### config.mk
export PLATFORM = sky130hd
export DESIGN_NAME = mem_access_ctrl
export DESIGN_NICKNAME = d
export VERILOG_FILES = /design/src/rtl/mem_access_ctrl.sv
export SDC_FILE = /design/constraint.sdc
export NUM_CORES = 1
export LEC_CHECK = 0
export CAP_MARGIN = 20
export CORE_MARGIN = 4
export CORE_UTILIZATION = 44
export CTS_CLUSTER_DIAMETER = 30
export DETAILED_ROUTE_END_ITERATION = 10
export PLACE_DENSITY = 0.84
export SYNTH_ARGS = -nofsm -noshare
export SYNTH_HDL_FRONTEND = slang
export SYNTH_SLANG_ARGS = --single-unit
### constraint.sdc
create_clock -name CLK -period 4.85 [get_ports CLK]
set_clock_uncertainty 0.05 [all_clocks]
set_input_delay 0.7275 -clock CLK [delete_from_list [all_inputs] [get_ports CLK]]
set_output_delay 0.7275 -clock CLK [all_outputs]
set_load 0.01 [all_outputs]
### src/rtl/mem_access_ctrl.sv
// mem_access_ctrl
//   Requester-side controller for the unified program/data memory. Arbitrates
//   between instruction fetches and data loads/stores (data wins), drives the
//   memory strobes from the current state, and returns one response per access.
//
// Ports
//   CLK, RESET                 : clock, synchronous active-high reset
//   i_fetch_req, i_pc          : fetch request (held until granted) and address
//   o_fetch_gnt                : fetch accepted this cycle
//   o_instr, o_instr_valid     : fetched instruction and its one-cycle pulse
//   i_dreq, i_dwe, i_daddr,
//   i_dwdata                   : data request (held until granted), 1=store, address, store data
//   o_dgnt                     : data request accepted this cycle
//   o_drdata, o_dvalid,
//   o_dfault                   : load data, response pulse, fault qualifier
//   o_fault_cnt                : saturating count of faulted data accesses
//   o_busy                     : controller not idle
//   o_mem_cs/we/sel            : memory chip select, write enable, instr(0)/data(1) select
//   o_mem_pc, o_mem_addr,
//   o_mem_wdata                : latched fetch address, data address, store data
//   i_mem_rdata, i_mem_error   : registered memory read data and error flag
module mem_access_ctrl #(
  parameter int ADDR_BITS        = 9,
  parameter int DATA_BITS        = 16,
  parameter int INSTRUCTION_SIZE = 16,
  parameter int ROM_SIZE         = 64,
  parameter int MEM_SIZE         = 256
) (
  input  logic                        CLK,
  input  logic                        RESET,
  input  logic                        i_fetch_req,
  input  logic [ADDR_BITS-1:0]        i_pc,
  output logic                        o_fetch_gnt,
  output logic [INSTRUCTION_SIZE-1:0] o_instr,
  output logic                        o_instr_valid,
  input  logic                        i_dreq,
  input  logic                        i_dwe,
  input  logic [ADDR_BITS-1:0]        i_daddr,
  input  logic [DATA_BITS-1:0]        i_dwdata,
  output logic                        o_dgnt,
  output logic [INSTRUCTION_SIZE-1:0] o_drdata,
  output logic                        o_dvalid,
  output logic                        o_dfault,
  output logic [7:0]                  o_fault_cnt,
  output logic                        o_busy,
  output logic                        o_mem_cs,
  output logic                        o_mem_we,
  output logic                        o_mem_sel,
  output logic [ADDR_BITS-1:0]        o_mem_pc,
  output logic [ADDR_BITS-1:0]        o_mem_addr,
  output logic [DATA_BITS-1:0]        o_mem_wdata,
  input  logic [INSTRUCTION_SIZE-1:0] i_mem_rdata,
  input  logic                        i_mem_error
);

  localparam logic [2:0] S_IDLE   = 3'd0;
  localparam logic [2:0] S_FETCH  = 3'd1;
  localparam logic [2:0] S_DREAD  = 3'd2;
  localparam logic [2:0] S_DWRITE = 3'd3;
  localparam logic [2:0] S_RESP_F = 3'd4;
  localparam logic [2:0] S_RESP_D = 3'd5;

  // One extra bit so MEM_SIZE itself is representable when it equals 2**ADDR_BITS.
  localparam logic [ADDR_BITS:0] MEM_LIMIT = (ADDR_BITS+1)'(MEM_SIZE);

  // The writable region must start inside the memory; ROM protection itself is
  // enforced by the memory and reported through i_mem_error.
  if (ROM_SIZE > MEM_SIZE) begin : g_rom_larger_than_mem
  end

  logic [2:0]                  state_q, state_d;
  logic [ADDR_BITS-1:0]        pc_q, addr_q;
  logic [DATA_BITS-1:0]        wdata_q;
  logic                        we_q, oor_q, hold_q;
  logic [INSTRUCTION_SIZE-1:0] instr_q, drdata_q;
  logic                        instr_vld_q, dvalid_q, dfault_q;
  logic [7:0]                  fault_cnt_q;

  logic idle, dgnt, fgnt, daddr_oor, resp_d_done, access_fault;

  assign idle         = (state_q == S_IDLE);
  assign dgnt         = idle & i_dreq;
  assign fgnt         = idle & i_fetch_req & ~i_dreq;
  assign daddr_oor    = ({1'b0, i_daddr} >= MEM_LIMIT);
  // An out-of-range access parks in RESP_D for one extra cycle (hold_q) so
  // its response arrives with the same latency as a real memory cycle.
  assign resp_d_done  = (state_q == S_RESP_D) & ~hold_q;
  assign access_fault = (we_q & i_mem_error) | oor_q;

  always_comb begin
    state_d = state_q;
    case (state_q)
      S_IDLE: begin
        if (dgnt) begin
          if (daddr_oor)  state_d = S_RESP_D;
          else if (i_dwe) state_d = S_DWRITE;
          else            state_d = S_DREAD;
        end else if (fgnt) begin
          state_d = S_FETCH;
        end
      end
      S_FETCH:  state_d = S_RESP_F;
      S_DREAD:  state_d = S_RESP_D;
      S_DWRITE: state_d = S_RESP_D;
      S_RESP_F: state_d = S_IDLE;
      S_RESP_D: state_d = hold_q ? S_RESP_D : S_IDLE;
      default:  state_d = S_IDLE;
    endcase
  end

  always_ff @(posedge CLK) begin
    if (RESET) begin
      state_q     <= S_IDLE;
      pc_q        <= '0;
      addr_q      <= '0;
      wdata_q     <= '0;
      we_q        <= 1'b0;
      oor_q       <= 1'b0;
      hold_q      <= 1'b0;
      instr_q     <= '0;
      instr_vld_q <= 1'b0;
      drdata_q    <= '0;
      dvalid_q    <= 1'b0;
      dfault_q    <= 1'b0;
      fault_cnt_q <= '0;
    end else begin
      state_q     <= state_d;
      instr_vld_q <= 1'b0;
      dvalid_q    <= 1'b0;
      dfault_q    <= 1'b0;

      if (dgnt) begin
        addr_q  <= i_daddr;
        wdata_q <= i_dwdata;
        we_q    <= i_dwe;
        oor_q   <= daddr_oor;
        hold_q  <= daddr_oor;
      end
      if (fgnt) begin
        pc_q <= i_pc;
      end

      if (state_q == S_RESP_D) begin
        hold_q <= 1'b0;
      end

      if (resp_d_done) begin
        dvalid_q <= 1'b1;
        dfault_q <= access_fault;
        if (!we_q) begin
          drdata_q <= i_mem_rdata;
        end
        if (access_fault && (fault_cnt_q != 8'hFF)) begin
          fault_cnt_q <= fault_cnt_q + 8'd1;
        end
      end

      if (state_q == S_RESP_F) begin
        instr_q     <= i_mem_rdata;
        instr_vld_q <= 1'b1;
      end
    end
  end

  // Memory strobes are a pure decode of the state.
  assign o_mem_cs  = (state_q == S_FETCH) | (state_q == S_DREAD) | (state_q == S_DWRITE);
  assign o_mem_we  = (state_q == S_DWRITE);
  assign o_mem_sel = (state_q == S_DREAD) | (state_q == S_DWRITE);

  assign o_fetch_gnt   = fgnt;
  assign o_dgnt        = dgnt;
  assign o_instr       = instr_q;
  assign o_instr_valid = instr_vld_q;
  assign o_drdata      = drdata_q;
  assign o_dvalid      = dvalid_q;
  assign o_dfault      = dfault_q;
  assign o_fault_cnt   = fault_cnt_q;
  assign o_busy        = ~idle;
  assign o_mem_pc      = pc_q;
  assign o_mem_addr    = addr_q;
  assign o_mem_wdata   = wdata_q;

endmodule

# Word-level counts from Yosys, hierarchy flattened
# Cells that the tools add are included.
word_totals:
  ff_bits: 83
  output_inout_bits: 83
  wordCells: 51
classes:
  add_sub_neg: 1
  n_lt_le_gt_ge: 1
  eq_ne: 7
  muxes: 8
  n_bitwise: 14
  n_reduce_logical: 7
op_table:
  columns: ["cell", "count"]
  rows:
  - ["3-bit 2-to-1 mux", 4]
  - ["3-bit one-hot mux with 4 select lines", 1]
  - ["9-bit >= comparator, second input constant", 1]
  - ["8-bit by 1-bit adder with 8-bit output, second input constant", 1]
  - ["8-bit inequality test, second input constant", 1]
  - ["3-bit by 2-bit equality test with 1-bit output, second input constant", 2]
  - ["3-bit equality test, second input constant", 2]
  - ["2-bit OR reduction", 3]
  - ["1-bit bitwise AND", 5]
  - ["1-bit inverter", 5]
  - ["1-bit bitwise OR", 4]
  - ["2-bit AND reduction", 2]
  - ["3-bit by 1-bit equality test with 1-bit output, second input constant", 1]
  - ["3-bit logical NOT", 1]
  - ["1-bit 2-to-1 mux", 3]
  - ["3-bit inequality test, second input constant", 1]
  - ["1-bit logical AND", 1]

# Depth between registers and ports, before layout
logic_depth:
  word_depth: 6
  ltp_mapped: 7
  depth_no_buf: 5

# Least setup slack after synthesis
# No wires, ideal clock.
synth_timing:
  kind: "register to output"
  start: "register state_q[2]"
  end: "output port o_dgnt"
  t_arrival_ns: 1.278
  path_slack_ns: 2.794
  path_stages_with_launch: 6
  path_buffers: 2
  cell_sequence: "dfxtp_1 > buf_2 > nor3_1 > nand2_1 > clkinv_1 > clkbuf_1"
synth_via:
  elab_chain_cells: 2
synth_lines:
  columns: ["element", "line_no", "source"]
  rows:
  - ["from (decl)", "71", "logic [2:0] state_q, state_d;"]
  - ["from (signal assigned)", "127", "state_q <= state_d;"]
  - ["3-bit logical NOT", "81", "assign idle = (state_q == S_IDLE);"]
  - ["1-bit bitwise AND", "82", "assign dgnt = idle & i_dreq;"]
  - ["to (decl)", "40", "output logic o_dgnt,"]
# Every way passes these cells.

# Worst setup path after layout
layout_timing:
  start: "input port i_dreq"
  end: "output port o_dgnt"
layout_via:
  elab_chain_cells: 1
layout_lines:
  columns: ["element", "line_no", "source"]
  rows:
  - ["from (decl)", "36", "input logic i_dreq,"]
  - ["1-bit bitwise AND", "82", null]
# Every way passes these cells.

==> results by group <==
Floorplan
  – Die Area: 8330 sq um
  – Initial core utilization: 45.1%
  – Num ports: 139
  – Die Wd: 91.3 um
  – Rows: 30
  – Core ar.: 6760 sq um
  – Die Height: 91.3 um

Yosys
  – Adder-cell share of the synthesized area: 0.410%
  – Sequential area share after synthesis: 54.5%
  – Post-Synth XOR/XNOR Area: 0%
  – Simple-Gate Fraction of Synth Area: 23.9%
  – Main combinational cell family by area after synthesis: simple AND/OR/NAND/NOR gates
  – Mean area per synthesized cell: 8.13 sq um
  – Synthesis Warnings: 0
  – Synthesized area: 3050 sq um
  – Cells after Synth: 375
  – Post-synthesis mux area share: 2.95%
  – Post-Syn Nets: 432
  – #FFs+latches synth: 83
  – Compound-Gate Fraction of Synth Area: 14.1%
  – Synth unique cells: 34

Setup path
  – Slowest cell on crit path: clkdlybuf4s50_1
  – Critical path fanouts, max: 27
  – CP Class: in -> out
  – Worst path arrival time: 2.55 ns
  – RR Endpoint: hold_q$_SDFFE_PP0P_
  – Critical path data required time: 4.07 ns
  – Worst path most repeated cell: clkdlybuf4s50_1
  – Buf/Inv on CP: 3
  – Reg2reg setup slack: 2.81 ns
  – Crit end category: output port
  – CP Launch Type: input port
  – CP delay by family, top: buffers and inverters
  – Crit path largest cell delay: 0.69 ns
  – Crit path cell chain: clkdlybuf4s50_1, nand2_1, clkinv_1, clkdlybuf4s50_1
  – R2r worst-path depth: 5
  – Worst r2r src: state_q[2]$_SDFFE_PP0P_

Job
  – Maxcap violations: 0

Hold path
  – Cell count of the worst hold path: 2
  – Hold endpoint: o_drdata[7]$_SDFFE_PP0P_
  – Hold Path Class: reg -> reg
  – Hold Crit Start: o_drdata[7]$_SDFFE_PP0P_

Pwr
  – Power Total: 1.56 mW
  – LEAKAGE: 1.68 nW
  – Pwr dens: 335 nW/um^2
  – Peak VDD IR: 0.000197 V

Layout
  – Most common cell after layout, fill and taps aside: clkdlybuf4s50_1
  – Most frequent cells in the layout: clkdlybuf4s50_1, nand2_1, dfxtp_1
  – Area growth syn-to-layout: 52.3%
  – # diodes: 0
  – Nets: 561
  – Layout cells sized above 1: 5.11%

Timing
  – Final hold viol count: 0
  – Least-Margin Pin Slew: 0.829 ns
  – Max Fclk: 301 MHz
  – RSZ-0062 raised after global routing: false
  – Slew HR: 44.7%
  – Final min period: 3.32 ns
  – Final setup margin: 1.53 ns
  – Max-slew violation count: 0
  – Final period util: 68.5%
  – Final setup vio count: 0
  – Hold slack: 0.408 ns
  – Final setup TNS: 0 ns

Global routing
  – First-pass GRT wire length: 13.4 mm
  – Global-route usage over all layers: 19.9%
  – Initial antenna violation count: 0
  – Total gr overflow: 0
  – Largest net degree at the start of global routing: 49
  – Number of global-route vias before repair: 2865

Clocking
  – Post_cts resized: 0
  – CTS Buf Count: 9
  – Clk sinks: 83
  – Worst skew pair latency: 0.34 ns
  – Max H-tree Level: 3
  – Post-CTS Hold Buffers: 0
  – Clk slew on worst S/H paths: 0.07 ns
  – Clock buffer depth: 2
  – CTS tree: built
  – Clock Tree Root: clkbuf_8
  – Post-CTS setup buffer count: 0

Route
  – Initial drt markers: 168
  – Drt total wl: 8.37 mm
  – WL/cell: 14.2 um
  – Routed Antenna Nets: 0
  – # DRC: 0
  – Via/cell ratio: 5.04
  – DR pass1 iterations: 4
  – Via count: 2966

Status
  – Status: finished, final reports clean

Placement
  – Place WS: 1.51 ns
  – Gpl congestion: 0.837
  – DP HPWL: 6.09 mm
  – Buffers on Ports: 138
stage by stage:
stage,util (%),cell area [sq um],instances
after CTS,68.7,4640,588
after detailed placement,65.8,4450,572
final,68.8,4650,589
after floorplan,-,3050,375
after global routing,68.8,4650,589
after global placement,65.8,4450,572
cell families after synthesis:
logic type	Yosys count
AO/OA/AOI/OAI	81
buffers and inverters	31
AND/OR/NAND/NOR	170
multiplexers	9
flip-flops	83
adder cells (fa/ha/maj)	1
synthesized netlist by cell type:
cell / instances / area, sq um
nand2_1: 122 / 458
dfxtp_1: 83 / 1660
a21oi_1: 69 / 345
nor2_1: 20 / 75.1
clkbuf_1: 19 / 71.3
mux2i_1: 9 / 90.1
inv_1: 7 / 26.3
nand3_1: 5 / 25.0
or2_2: 4 / 25.0
or4_1: 4 / 30.0
nor3_1: 3 / 15.0
o31ai_1: 3 / 22.5
a211oi_1: 2 / 15.0
and2_1: 2 / 12.5
buf_2: 2 / 10.0
nand4_1: 2 / 12.5
o21ai_0: 2 / 10.0
a31o_2: 1 / 8.76
a31oi_1: 1 / 6.26
buf_1: 1 / 3.75
buf_6: 1 / 11.3
clkinv_1: 1 / 3.75
ha_1: 1 / 12.5
nand2b_1: 1 / 6.26
nand3b_1: 1 / 7.51
nand4bb_4: 1 / 27.5
nor2b_1: 1 / 6.26
nor3b_1: 1 / 7.51
nor4_1: 1 / 6.26
o21bai_1: 1 / 7.51
o22ai_1: 1 / 6.26
o41ai_1: 1 / 8.76
or2_4: 1 / 8.76
or3_1: 1 / 6.26
flip-flops by register name, summed over array words and instances (netlist names):
signal and count:
o_mem_addr 9, state_q 3, hold_q 1, o_instr 16, o_instr_valid 1, o_mem_pc 9
o_mem_wdata 16, oor_q 1, o_drdata 16, o_dvalid 1, o_dfault 1, we_q 1
o_fault_cnt 8
tightest hold or removal path, delay by kind of cell, from the launching register on:
kind	cells	cell delay, ns
AND/OR/NAND/NOR	1	0.05
flip-flops	1	0.31
AO/OA/AOI/OAI	1	0.05
cell type report:
type,instances,area (sq um)
Clock buffer,11,141
Clock inverter,5,52.6
Fill cell,555,2110
Inverter,8,30.0
Multi-Input combinational cell,261,1260
Sequential cell,83,1660
Tap cell,80,100
Timing Repair Buffer,141,1400
report_power, final:
group	internal [mW]	leakage (nW)	switching, mW
registers	0.729	0.675	0.0298
logic	0.164	0.904	0.152
clock network	0.250	0.0991	0.234
worst max-delay path by stage:
stage                                  from           to  slack (ns)  depth (start not counted)
global placement                     i_dreq       o_dgnt        1.57                          4
finish                               i_dreq       o_dgnt        1.53                          4
CTS                                  i_dreq  o_fetch_gnt        1.52                          4
floorplan           state_q[2]$_SDFFE_PP0P_       o_dgnt        2.79                          5
global route                         i_dreq       o_dgnt        1.41                          4
detailed placement                   i_dreq  o_fetch_gnt        1.51                          4
layer usage:
metal | wire length [um] | share of wire (%) | track usage [%]
met1 | 3360 | 40 | 21.9
met2 | 4470 | 53 | 36.1
met3 | 406 | 4.9 | 5.39
met4 | 135 | 1.6 | 8.04
met5 | 0 | 0 | 0
Note: power is estimated with default switching activity, not from simulation.
==> RTL change 1, RTL diff (same settings) <==
Register the output `o_fault_cnt` once more, without a reset; this adds one clock of latency there. The other outputs are not delayed to match.
--- a/src/rtl/mem_access_ctrl.sv
+++ b/src/rtl/mem_access_ctrl.sv
@@ -174,7 +174,9 @@
   assign o_drdata      = drdata_q;
   assign o_dvalid      = dvalid_q;
   assign o_dfault      = dfault_q;
-  assign o_fault_cnt   = fault_cnt_q;
+  always_ff @(posedge CLK) begin
+    o_fault_cnt <= fault_cnt_q;
+  end
   assign o_busy        = ~idle;
   assign o_mem_pc      = pc_q;
   assign o_mem_addr    = addr_q;
Function: changed (Yosys sat finds a counterexample within 4 cycles, from zero or initial values and one cycle with RESET high).
==> RTL change 1 against the unedited design <==
Fmax rose by 2.9%; clock power increased by 14%; routed wire length shrank 0.48%; power is 8.4% higher; sequential cell count grew 8; setup slack improved by 95 ps; highest routed layer unchanged; area after synthesis rose by 3.7%; count of clock-buffer cells in the layout unchanged; via count shrank 1.2%; largest cell class unchanged; synthesized cell count is the same; final area increased by 3.2%.
==> RTL change 1: results (changes against the unedited design) <==
{
  "global_route.usage.met3": {"value": 5.28, "unit": "%", "change": "was 5.39%"},
  "layout-drive-gt1-share": {"value": 3.94, "unit": "%", "change": "was 5.11%"},
  "drt_iter0_drc": {"value": 156, "change": "was 168"},
  "netlist_top_cells_area": {"value": "sky130_fd_sc_hd__dfxtp_1 (58%), sky130_fd_sc_hd__nand2_1 (15%), sky130_fd_sc_hd__a21oi_1 (11%), sky130_fd_sc_hd__mux2i_1 (3.2%), sky130_fd_sc_hd__clkbuf_1 (2.0%)", "change": "was sky130_fd_sc_hd__dfxtp_1 (54%), sky130_fd_sc_hd__nand2_1 (15%), sky130_fd_sc_hd__a21oi_1 (11%), sky130_fd_sc_hd__mux2i_1 (3.0%), sky130_fd_sc_hd__nor2_1 (2.5%)"},
  "dpl.hpwl": {"value": 6.06, "unit": "mm", "change": "was 6.09 mm"},
  "max_slew.worst_pin.slew": {"value": 1020, "unit": "ps", "change": "was 829 ps"},
  "fillers": {"value": 541, "change": "was 555"},
  "gr-usage-met1": {"value": 21.2, "unit": "%", "change": "was 21.9%"},
  "status": {"value": "finished clean", "change": "unchanged"},
  "path_max_fanout": {"value": 10, "change": "was 27"},
  "first_global_vias": {"value": 2755, "change": "was 2865"},
  "cp.arrival": {"value": 2450, "unit": "ps", "change": "was 2550 ps"},
  "ys_top_cells_by_count": {"value": "sky130_fd_sc_hd__nand2_1 (123), sky130_fd_sc_hd__dfxtp_1 (91), sky130_fd_sc_hd__a21oi_1 (69)", "change": "was sky130_fd_sc_hd__nand2_1 (122), sky130_fd_sc_hd__dfxtp_1 (83), sky130_fd_sc_hd__a21oi_1 (69)"},
  "power.switching_fraction": {"value": 25.5, "unit": "%", "change": "was 26.6%"},
  "wl_met3": {"value": 518, "unit": "um", "change": "was 406 um"},
  "route.layer.met1.wl": {"value": 3.40, "unit": "mm", "change": "was 3.36 mm"},
  "total_leakage_power": {"value": 0.00176, "unit": "uW", "change": "was 0.00168 uW"},
  "grt_util_all_layers": {"value": 18.9, "unit": "%", "change": "was 19.9%"},
  "routedWlPerCell": {"value": 13.8, "unit": "um", "change": "was 14.2 um"},
  "grt_pass1_wl": {"value": 12.9, "unit": "mm", "change": "was 13.4 mm"},
  "met2_usage": {"value": 32.6, "unit": "%", "change": "was 36.1%"},
  "synth.distinct_cells": {"value": 31, "change": "was 34"},
  "diodes": {"value": 0, "change": "unchanged"},
  "gp_congestion": {"value": 0.749, "change": "was 0.837"},
  "largest_net_degree_at_the_start_of_global_routing": {"value": 44, "change": "was 49"},
  "hold_path_class": {"value": "flop to flop", "change": "unchanged"},
  "routed-via-count": {"value": 2929, "change": "was 2966"},
  "vdd.ir_drop.worst": {"value": 0.000167, "unit": "V", "change": "was 0.000197 V"},
  "synth_sequential_area_ratio": {"value": 57.6, "unit": "%", "change": "was 54.5%"}
}
RTL change 1: stage by stage:
step	hold WS (ps)	setup WS [ps]	std cells	instance area, um^2
finish	343	1620	603	4790
floorplan	309	2910	375	3160
global placement	320	1610	588	4580
global route	359	1500	603	4790
detailed placement	327	1620	588	4580
CTS	344	1610	603	4790
RTL change 1: cell families (layout without fill, tap and decap cells):
logic type / count (synthesis) / in the layout / share of synthesized area (%)
fa+ha+maj: 1 / 1 / 0.396
simple gates: 163 / 163 / 21.3
compound gates: 80 / 80 / 13.5
mux: 10 / 10 / 3.17
buf+inv: 29 / 161 / 3.76
xor+xnor: 1 / 1 / 0.277
flops: 91 / 91 / 57.6
RTL change 1: worst paths after layout:
kind / from / endpoint / slack [ps] / cells past startpoint
worst min register to register: fault_cnt_q[6] / o_fault_cnt[6] / 340 / 0
worst max-delay path: i_dreq / o_fetch_gnt / 1620 / 4
worst min-delay path: fault_cnt_q[6] / o_fault_cnt[6] / 340 / 0
worst max register to register: state_q[2] / fault_cnt_q[7] / 2910 / 4
RTL change 1: cell type report:
class	count	area share [%]
Tap cell	96	2.51
Timing Repair Buffer	140	29.0
Multi-Input combinational cell	255	25.5
Sequential cell	91	38.0
Clock inverter	4	1.57
Clock buffer	11	2.95
Inverter	6	0.470
RTL change 1: worst max-delay path, cell delays in order:
cell and delay, ps:
sky130_fd_sc_hd__clkdlybuf4s50_1 450, sky130_fd_sc_hd__nand3b_1 550, sky130_fd_sc_hd__inv_1 160, sky130_fd_sc_hd__clkdlybuf4s50_1 550
RTL change 1: power groups by stage:
stage	sequential [uW]	combinational, uW	clock (uW)
2_1_floorplan	855	128	0
3_3_place_gp	838	309	0
3_5_place_dp	840	317	0
4_1_cts	823	318	558
5_1_grt	829	344	588
6_report	824	315	549
==> RTL change 2, RTL diff (config.mk and constraints unchanged) <==
Made on the original files. Set the parameter `DATA_BITS` to 20 (it was 16).
--- a/src/rtl/mem_access_ctrl.sv
+++ b/src/rtl/mem_access_ctrl.sv
@@ -21,7 +21,7 @@
 //   i_mem_rdata, i_mem_error   : registered memory read data and error flag
 module mem_access_ctrl #(
   parameter int ADDR_BITS        = 9,
-  parameter int DATA_BITS        = 16,
+  parameter int DATA_BITS        = 20,
   parameter int INSTRUCTION_SIZE = 16,
   parameter int ROM_SIZE         = 64,
   parameter int MEM_SIZE         = 256
Interface: changed (resized i_dwdata and o_mem_wdata); port bits go from 139 to 147. No check against the original RTL was run, so the function may have changed too.
==> RTL change 2 against the unedited design <==
Power grew 12%; utilization grew 2.6 points; final area grew 6.1%; setup slack lost 74 ps; routed wire length grew 4.1%; sequential cell count grew 4; die area grew 3.8%; area after synthesis grew 4.2%; critical endpoint unchanged; largest power group unchanged; highest routed layer unchanged.
==> RTL change 2: results (changes against the unedited design) <==
{
  "ys_top_cells_by_count": {"value": "sky130_fd_sc_hd__nand2_1 (131), sky130_fd_sc_hd__dfxtp_1 (87), sky130_fd_sc_hd__a21oi_1 (69)", "change": "was sky130_fd_sc_hd__nand2_1 (122), sky130_fd_sc_hd__dfxtp_1 (83), sky130_fd_sc_hd__a21oi_1 (69)"},
  "buffers_excl_clock": {"value": 149, "change": "was 141"},
  "status": {"value": "finished clean", "change": "unchanged"},
  "clkcell_share": {"value": 5.18, "unit": "%", "change": "was 4.17%"},
  "synth.area.mux_share": {"value": 3.15, "unit": "%", "change": "was 2.95%"},
  "path_max_fanout": {"value": 34, "change": "was 27"},
  "grt_pass1_wl": {"value": 13.5, "unit": "mm", "change": "was 13.4 mm"},
  "dpl.hpwl": {"value": 6.32, "unit": "mm", "change": "was 6.09 mm"},
  "finalCoreUtilization": {"value": 71.4, "unit": "%", "change": "was 68.8%"},
  "final-instance-count-excl-fill": {"value": 620, "change": "was 589"},
  "area_share_nonclk_buffers": {"value": 30.1, "unit": "%", "change": "about the same"},
  "drt_iter0_drc": {"value": 127, "change": "was 168"},
  "synth_xor_area_share": {"value": 0.826, "unit": "%", "change": "was 0%"},
  "total_leakage_power": {"value": 0.00183, "unit": "uW", "change": "was 0.00168 uW"},
  "synth_sequential_area_ratio": {"value": 54.8, "unit": "%", "change": "was 54.5%"},
  "worst_hold_startpoint": {"value": "o_mem_wdata[1]", "change": "was o_drdata[7]"},
  "first_global_vias": {"value": 2915, "change": "was 2865"},
  "port_buffers": {"value": 146, "change": "was 138"},
  "dpl-instance-area": {"value": 0.00466, "unit": "mm^2", "change": "was 0.00445 mm^2"},
  "seq_share": {"value": 35.3, "unit": "%", "change": "was 35.8%"},
  "cp.arrival": {"value": 2620, "unit": "ps", "change": "was 2550 ps"},
  "syn-num-nets": {"value": 444, "change": "was 432"},
  "largest_net_degree_at_the_start_of_global_routing": {"value": 55, "change": "was 49"},
  "routed-via-count": {"value": 3061, "change": "was 2966"},
  "synthAdderAreaFrac": {"value": 0.394, "unit": "%", "change": "was 0.410%"},
  "n_all_inverters": {"value": 5, "change": "was 8"},
  "path_clk_slew": {"value": 90, "unit": "ps", "change": "was 70 ps"}
}
## RTL change 2: cell types whose count changed after synthesis, sizes merged, moves of 3 or more
cell | before | now
or4 | 4 | 1
dfxtp | 83 | 87
nand2 | 122 | 131
clkbuf | 19 | 14
buf | 4 | 10
xor2 | 0 | 3
or2 | 5 | 1
## RTL change 2: path summary, 6_finish.rpt
| check | depth (start not counted) | slack (ps) | end |
|---|---|---|---|
| worst min-delay path | 2 | 410 | o_mem_wdata[1] |
| worst max register to register | 6 | 2880 | hold_q |
| worst min register to register | 2 | 410 | o_mem_wdata[1] |
| worst max-delay path | 5 | 1450 | o_dgnt |
## RTL change 2: routing by layer
| metal | routed length, um | global-route usage (%) |
|---|---|---|
| met5 | 0 | 0 |
| met4 | 182 | 9.77 |
| met3 | 679 | 5.15 |
| met2 | 4500 | 34.4 |
| met1 | 3350 | 21.8 |
## RTL change 2: power breakdown
part	internal [uW]	switching, uW
Sequential	765	31.3
Combinational	176	163
Clock	370	243
